===== config.mk =====
export PLATFORM = sky130hd
export DESIGN_NAME = arbitro_mem_dados
export DESIGN_NICKNAME = d
export VERILOG_FILES = /design/src/rtl/arbitro_mem_dados.sv
export SDC_FILE = /design/constraint.sdc
export NUM_CORES = 1
export LEC_CHECK = 0
export ABC_CLOCK_PERIOD_IN_PS = 1800
export CORE_AREA = 2 2 145 147
export CTS_BUF_LIST = sky130_fd_sc_hd__clkbuf_4 sky130_fd_sc_hd__clkbuf_8 sky130_fd_sc_hd__clkbuf_16
export DETAILED_ROUTE_END_ITERATION = 8
export DIE_AREA = 0 0 147 149
export GPL_ROUTABILITY_DRIVEN = 0
export PLACE_DENSITY = 0.63
export SETUP_SLACK_MARGIN = 0.2
export SLEW_MARGIN = 10
export SYNTH_ARGS = -nofsm -noshare
export SYNTH_HDL_FRONTEND = slang
export SYNTH_SLANG_ARGS = --single-unit

===== constraint.sdc =====
create_clock -name clk -period 1.8 [get_ports clk]
set_input_delay 0.18 -clock clk [delete_from_list [all_inputs] [get_ports clk]]
set_output_delay 0.18 -clock clk [all_outputs]
set_load 0.02 [all_outputs]

===== src/rtl/arbitro_mem_dados.sv =====
// rtl/arbitro_mem_dados.sv - two-port data memory arbiter with run/halt control
// Port A (processor) and port B (loader/debug) share one single-port 64-word memory.
module arbitro_mem_dados #(
    parameter int PROFUNDIDADE = 64,
    parameter int MAX_ESPERA   = 4,
    parameter int LIMITE_PC    = 616
) (
    input  logic        clk,
    input  logic        rst,
    input  logic        a_req,
    input  logic        a_we,
    input  logic [31:0] a_end,
    input  logic [31:0] a_dados,
    output logic        a_gnt,
    output logic        a_rvalid,
    output logic [31:0] a_rdata,
    output logic        a_erro,
    input  logic        b_req,
    input  logic        b_we,
    input  logic [31:0] b_end,
    input  logic [31:0] b_dados,
    output logic        b_gnt,
    output logic        b_rvalid,
    output logic [31:0] b_rdata,
    output logic        b_erro,
    input  logic [31:0] pc_atual,
    input  logic        retomar,
    output logic        parado,
    output logic [31:0] pc_final,
    output logic        mem_write,
    output logic        mem_read,
    output logic [31:0] mem_posicao,
    output logic [31:0] mem_dados,
    input  logic [31:0] mem_saida
);

    typedef enum logic {EXECUCAO, PARADO} estado_t;

    localparam int EW = $clog2(MAX_ESPERA + 1);

    estado_t       estado;
    logic [EW-1:0] espera_b;

    logic        a_ok;
    logic        b_ok;
    logic        gnt_any;
    logic        sel_we;
    logic        sel_ok;
    logic [31:0] sel_end;
    logic [31:0] sel_dados;

    assign a_ok   = (a_end < 32'(PROFUNDIDADE));
    assign b_ok   = (b_end < 32'(PROFUNDIDADE));
    assign parado = (estado == PARADO);

    // A has priority unless B has already been starved for MAX_ESPERA cycles.
    always_comb begin
        a_gnt = 1'b0;
        b_gnt = 1'b0;
        if (!rst) begin
            if (estado == PARADO) begin
                b_gnt = b_req;
            end else if (a_req && b_req) begin
                if (espera_b == EW'(MAX_ESPERA)) begin
                    b_gnt = 1'b1;
                end else begin
                    a_gnt = 1'b1;
                end
            end else begin
                a_gnt = a_req;
                b_gnt = b_req;
            end
        end
    end

    always_comb begin
        gnt_any     = a_gnt || b_gnt;
        sel_we      = b_gnt ? b_we    : a_we;
        sel_ok      = b_gnt ? b_ok    : a_ok;
        sel_end     = b_gnt ? b_end   : a_end;
        sel_dados   = b_gnt ? b_dados : a_dados;
        mem_write   = gnt_any && sel_ok && sel_we;
        mem_read    = gnt_any && sel_ok && !sel_we;
        mem_posicao = gnt_any ? sel_end   : 32'd0;
        mem_dados   = gnt_any ? sel_dados : 32'd0;
    end

    always_ff @(posedge clk) begin
        if (rst) begin
            estado   <= EXECUCAO;
            espera_b <= '0;
            pc_final <= 32'd0;
            a_rvalid <= 1'b0;
            b_rvalid <= 1'b0;
            a_erro   <= 1'b0;
            b_erro   <= 1'b0;
            a_rdata  <= 32'd0;
            b_rdata  <= 32'd0;
        end else begin
            a_rvalid <= a_gnt && a_ok && !a_we;
            b_rvalid <= b_gnt && b_ok && !b_we;
            a_erro   <= a_gnt && !a_ok;
            b_erro   <= b_gnt && !b_ok;
            if (a_gnt && a_ok && !a_we) begin
                a_rdata <= mem_saida;
            end
            if (b_gnt && b_ok && !b_we) begin
                b_rdata <= mem_saida;
            end

            if (estado == PARADO || !b_req || b_gnt) begin
                espera_b <= '0;
            end else if (espera_b != EW'(MAX_ESPERA)) begin
                espera_b <= espera_b + EW'(1);
            end

            case (estado)
                EXECUCAO: begin
                    if (pc_atual > 32'(LIMITE_PC)) begin
                        estado   <= PARADO;
                        pc_final <= pc_atual;
                    end
                end
                PARADO: begin
                    if (retomar) begin
                        estado <= EXECUCAO;
                    end
                end
                default: estado <= EXECUCAO;
            endcase
        end
    end

endmodule


==> metrics <==
outcome=complete, but fails checks; violated checks=setup timing; initial antenna violation count=1; P&R area growth vs syn=136.0%; CTS tree=yes; Die H=149 um; die width=147 um; grt total ovfl=0; die area=0.02190 mm2; worst r2r path cells=10; worst path cell trace=inv_2 -> ha_4 -> and2_4 -> a211o_4 -> clkinv_8 -> buf_12 -> buf_4 -> a22o_4 -> buf_6; # IOs=368; Worst Hold Endpoint=pc_final[5]$_SDFFE_PP0P_; Clock power frac=30.9%; sw frac=28.00%; Max Freq=0.4507 GHz; dpl hpwl=17510 um; site row count=53; final worst path period need=2.219 ns; worst hold slack=0.1394 ns; Tightest Pin Transition=1.004 ns; Yosys top cell area share=42.60%; Ys Warns=0; # DRC=0; Cells after Synth=496; crit path kind=reg2out; Final nets=1185; Routed Antenna Nets=0; Max-Cap Viols=0; clock latency at the later pin of the worst-skew pair=0.35 ns; Seq pwr share=39.0%; Crit Path Max Fanout=8; first-pass GRT wire length=34870 um; prevailing post-synth register cell=dfxtp_1; wire per inst=19.14 um; slew margin rel.=33.06%; Via-to-Cell Ratio=4.457; net switching power=0.001715 W; EDFF count, synth=0; combinational power share=30.1%; Leakage=4.805 nW; Worst VDD drop=0.4062 mV; Seq/Total Area, Yosys=42.60%; GR Util All Layers=21.11%; Yosys reg bits=104; CP delay by family, top=buffers and inverters; largest net degree at the start of global routing=117; CTS root buffer=clkbuf_16; Crit path required time=1.62 ns; largest area contributor in the netlist=dfxtp_1; final wirelength=24190 um; asr flop ratio synth=0%; first-pass iteration count of the detailed router=5; CTS HTree Levels=3; WHS Path Cells=3; clock-pin slew on the worst setup and hold paths=0.08 ns; Yosys cell types=32; period utilization=123.3%; clk_skew=0.01439 ns; internal cell power=0.004409 W; Arr. time, crit path=2.04 ns; worst hold start=pc_atual[5]; clock tree sinks=104; reg2reg start=espera_b[1]$_SDFFE_PP0P_; Starting Density=23.77%; dpl ws=-0.8441 ns; CP Launch Type=register; # hold bufs at CTS=0; Max stage delay cell, worst path=a211o_4; Synthesized Nets=697; WP buf/inv=5; clock buffer depth=2; setup ws final=-0.4186 ns; Tot Pwr=0.006124 W; Final Slew Violations=0; Critical R2R Capture=a_rdata[18]$_SDFFE_PP0P_; vias in the first global route=5717; # setup viols final=132; total CTS buffers=9; Avg Cell Area, Syn=9.853 um2; vias=5634; port bufs=367; Core Region=0.02056 mm2; FF-to-FF setup slack=-0.32 ns; Synth area leaders=dfxtp_1, mux2i_1, a22o_1, nand2b_1, nor2_1; max incr delay on CP=0.39 ns; top cells by count, synth=dfxtp_1, mux2i_1, nor2_1, a22o_1, nand2b_1; RSZ-0062 raised after global routing=yes; drt initial violations=136; Hold Violations, Final=0; Setup crit end kind=output port; most frequent cell after synthesis=dfxtp_1; power density over the cells=530.9 mW/mm2; Hold WC Path Type=in2reg; layout cells sized above 1=33.60%; Synth Cell Area=0.004887 mm2
-- state kept, by name, summed over array words and instances, names as in the netlist --
| register | cells |
|---|---|
| a_erro | 1 |
| a_rdata | 32 |
| a_rvalid | 1 |
| b_erro | 1 |
| b_rdata | 32 |
| b_rvalid | 1 |
| espera_b | 3 |
| parado | 1 |
| pc_final | 32 |
-- worst reg2reg max path: stages, from the launching register on --
cell and delay (ns):
dfxtp_2 0.33, inv_2 0.04, ha_4 0.15, and2_4 0.15, a211o_4 0.39, nor4_4 0.23
buf_4 0.21, buf_12 0.11, buf_16 0.13, mux2i_1 0.19, nor2_1 0.05
-- how the worst max path moves through the flow --
| stage | cells after the start | slack [ns] | endpoint | startpoint |
|---|---|---|---|---|
| floorplan | 9 | -0.12 | a_rdata[26]$_SDFFE_PP0P_ | espera_b[0]$_SDFFE_PP0P_ |
| global placement | 7 | -0.86 | a_rdata[21]$_SDFFE_PP0P_ | a_end[27] |
| detailed placement | 7 | -0.84 | a_rdata[7]$_SDFFE_PP0P_ | a_end[27] |
| CTS | 9 | -0.43 | mem_posicao[25] | espera_b[0]$_SDFFE_PP0P_ |
| global route | 9 | -0.48 | mem_dados[28] | espera_b[0]$_SDFFE_PP0P_ |
| finish | 9 | -0.42 | mem_dados[25] | espera_b[1]$_SDFFE_PP0P_ |
-- cell families (layout without fill, tap and decap cells) --
logic type	Yosys count	in the layout	synth area share, %
AOI/OAI and AO/OA	71	71	12.70
adders and majority gates	2	2	0.5120
buffers and inverters	43	534	5.069
DFF	104	104	42.60
muxes	96	96	19.66
other	0	1	0
and+or+nand+nor	180	181	19.46
-- area by class of cell --
cell class | instances | area [um2]
sequential | 104 | 2086
clock inverter | 6 | 56.30
multi-input combinational | 350 | 3294
timing repair buffer | 515 | 5494
antenna | 1 | 2.502
tap | 275 | 344.1
clock buffer | 9 | 225.2
fill | 1790 | 9022
inverter | 4 | 32.53
-- power groups by stage --
stage	logic, W	registers [W]	clock network [W]
after floorplan	0.000564	0.00250	0
after global placement	0.00166	0.00244	0
after detailed placement	0.00166	0.00244	0
after CTS	0.00182	0.00239	0.00196
after global routing	0.00193	0.00239	0.00207
final	0.00185	0.00239	0.00189
-- timing repair --
action / CTS / global route
endpoints found under the setup margin: 167 / 167
buffers inserted: 31 / 5
pin swaps: 47 / 35
gates resized for setup: 420 / 24
cloned: 12 / 3
-- metal layers --
| layer | track usage, % | wire length, um | vias up |
|---|---|---|---|
| li1 | - | - | 2751 |
| met1 | 23.59 | 9514 | 2626 |
| met2 | 38.43 | 12400 | 224 |
| met3 | 5.994 | 1643 | 33 |
| met4 | 7.500 | 631 | 0 |
| met5 | 0 | 0 | - |
-- cell usage in the layout (no fill, tap or decap), types with 2 or more instances in the layout --
| cell | instances |
|---|---|
| a22o_4 | 63 |
| buf_12 | 20 |
| buf_16 | 13 |
| buf_4 | 100 |
| buf_6 | 78 |
| buf_8 | 3 |
| clkbuf_16 | 12 |
| clkdlybuf4s50_1 | 268 |
| clkinv_4 | 2 |
| clkinv_8 | 2 |
| clkinvlp_4 | 3 |
| dfxtp_1 | 101 |
| dfxtp_2 | 3 |
| dlygate4sd2_1 | 19 |
| dlymetal6s2s_1 | 11 |
| inv_2 | 2 |
| mux2i_1 | 95 |
| nand2_1 | 3 |
| nand2b_1 | 64 |
| nand4_1 | 2 |
| nor2_1 | 76 |
| nor2_4 | 2 |
| nor4_1 | 6 |
| nor4_2 | 11 |
| nor4_4 | 3 |
-- through the flow --
stage          TNS, ns  utilization, %  std cells  area [um2]
2_1_floorplan   -3.290               -        496        5592
3_3_place_gp   -108.03           48.95       1197       10060
3_5_place_dp   -108.45           48.95       1197       10060
4_1_cts         -36.89           54.98       1255       11300
5_1_grt         -49.04           56.11       1264       11530
6_report        -38.37           56.11       1264       11530
Note: power is estimated with default switching activity, not from simulation.
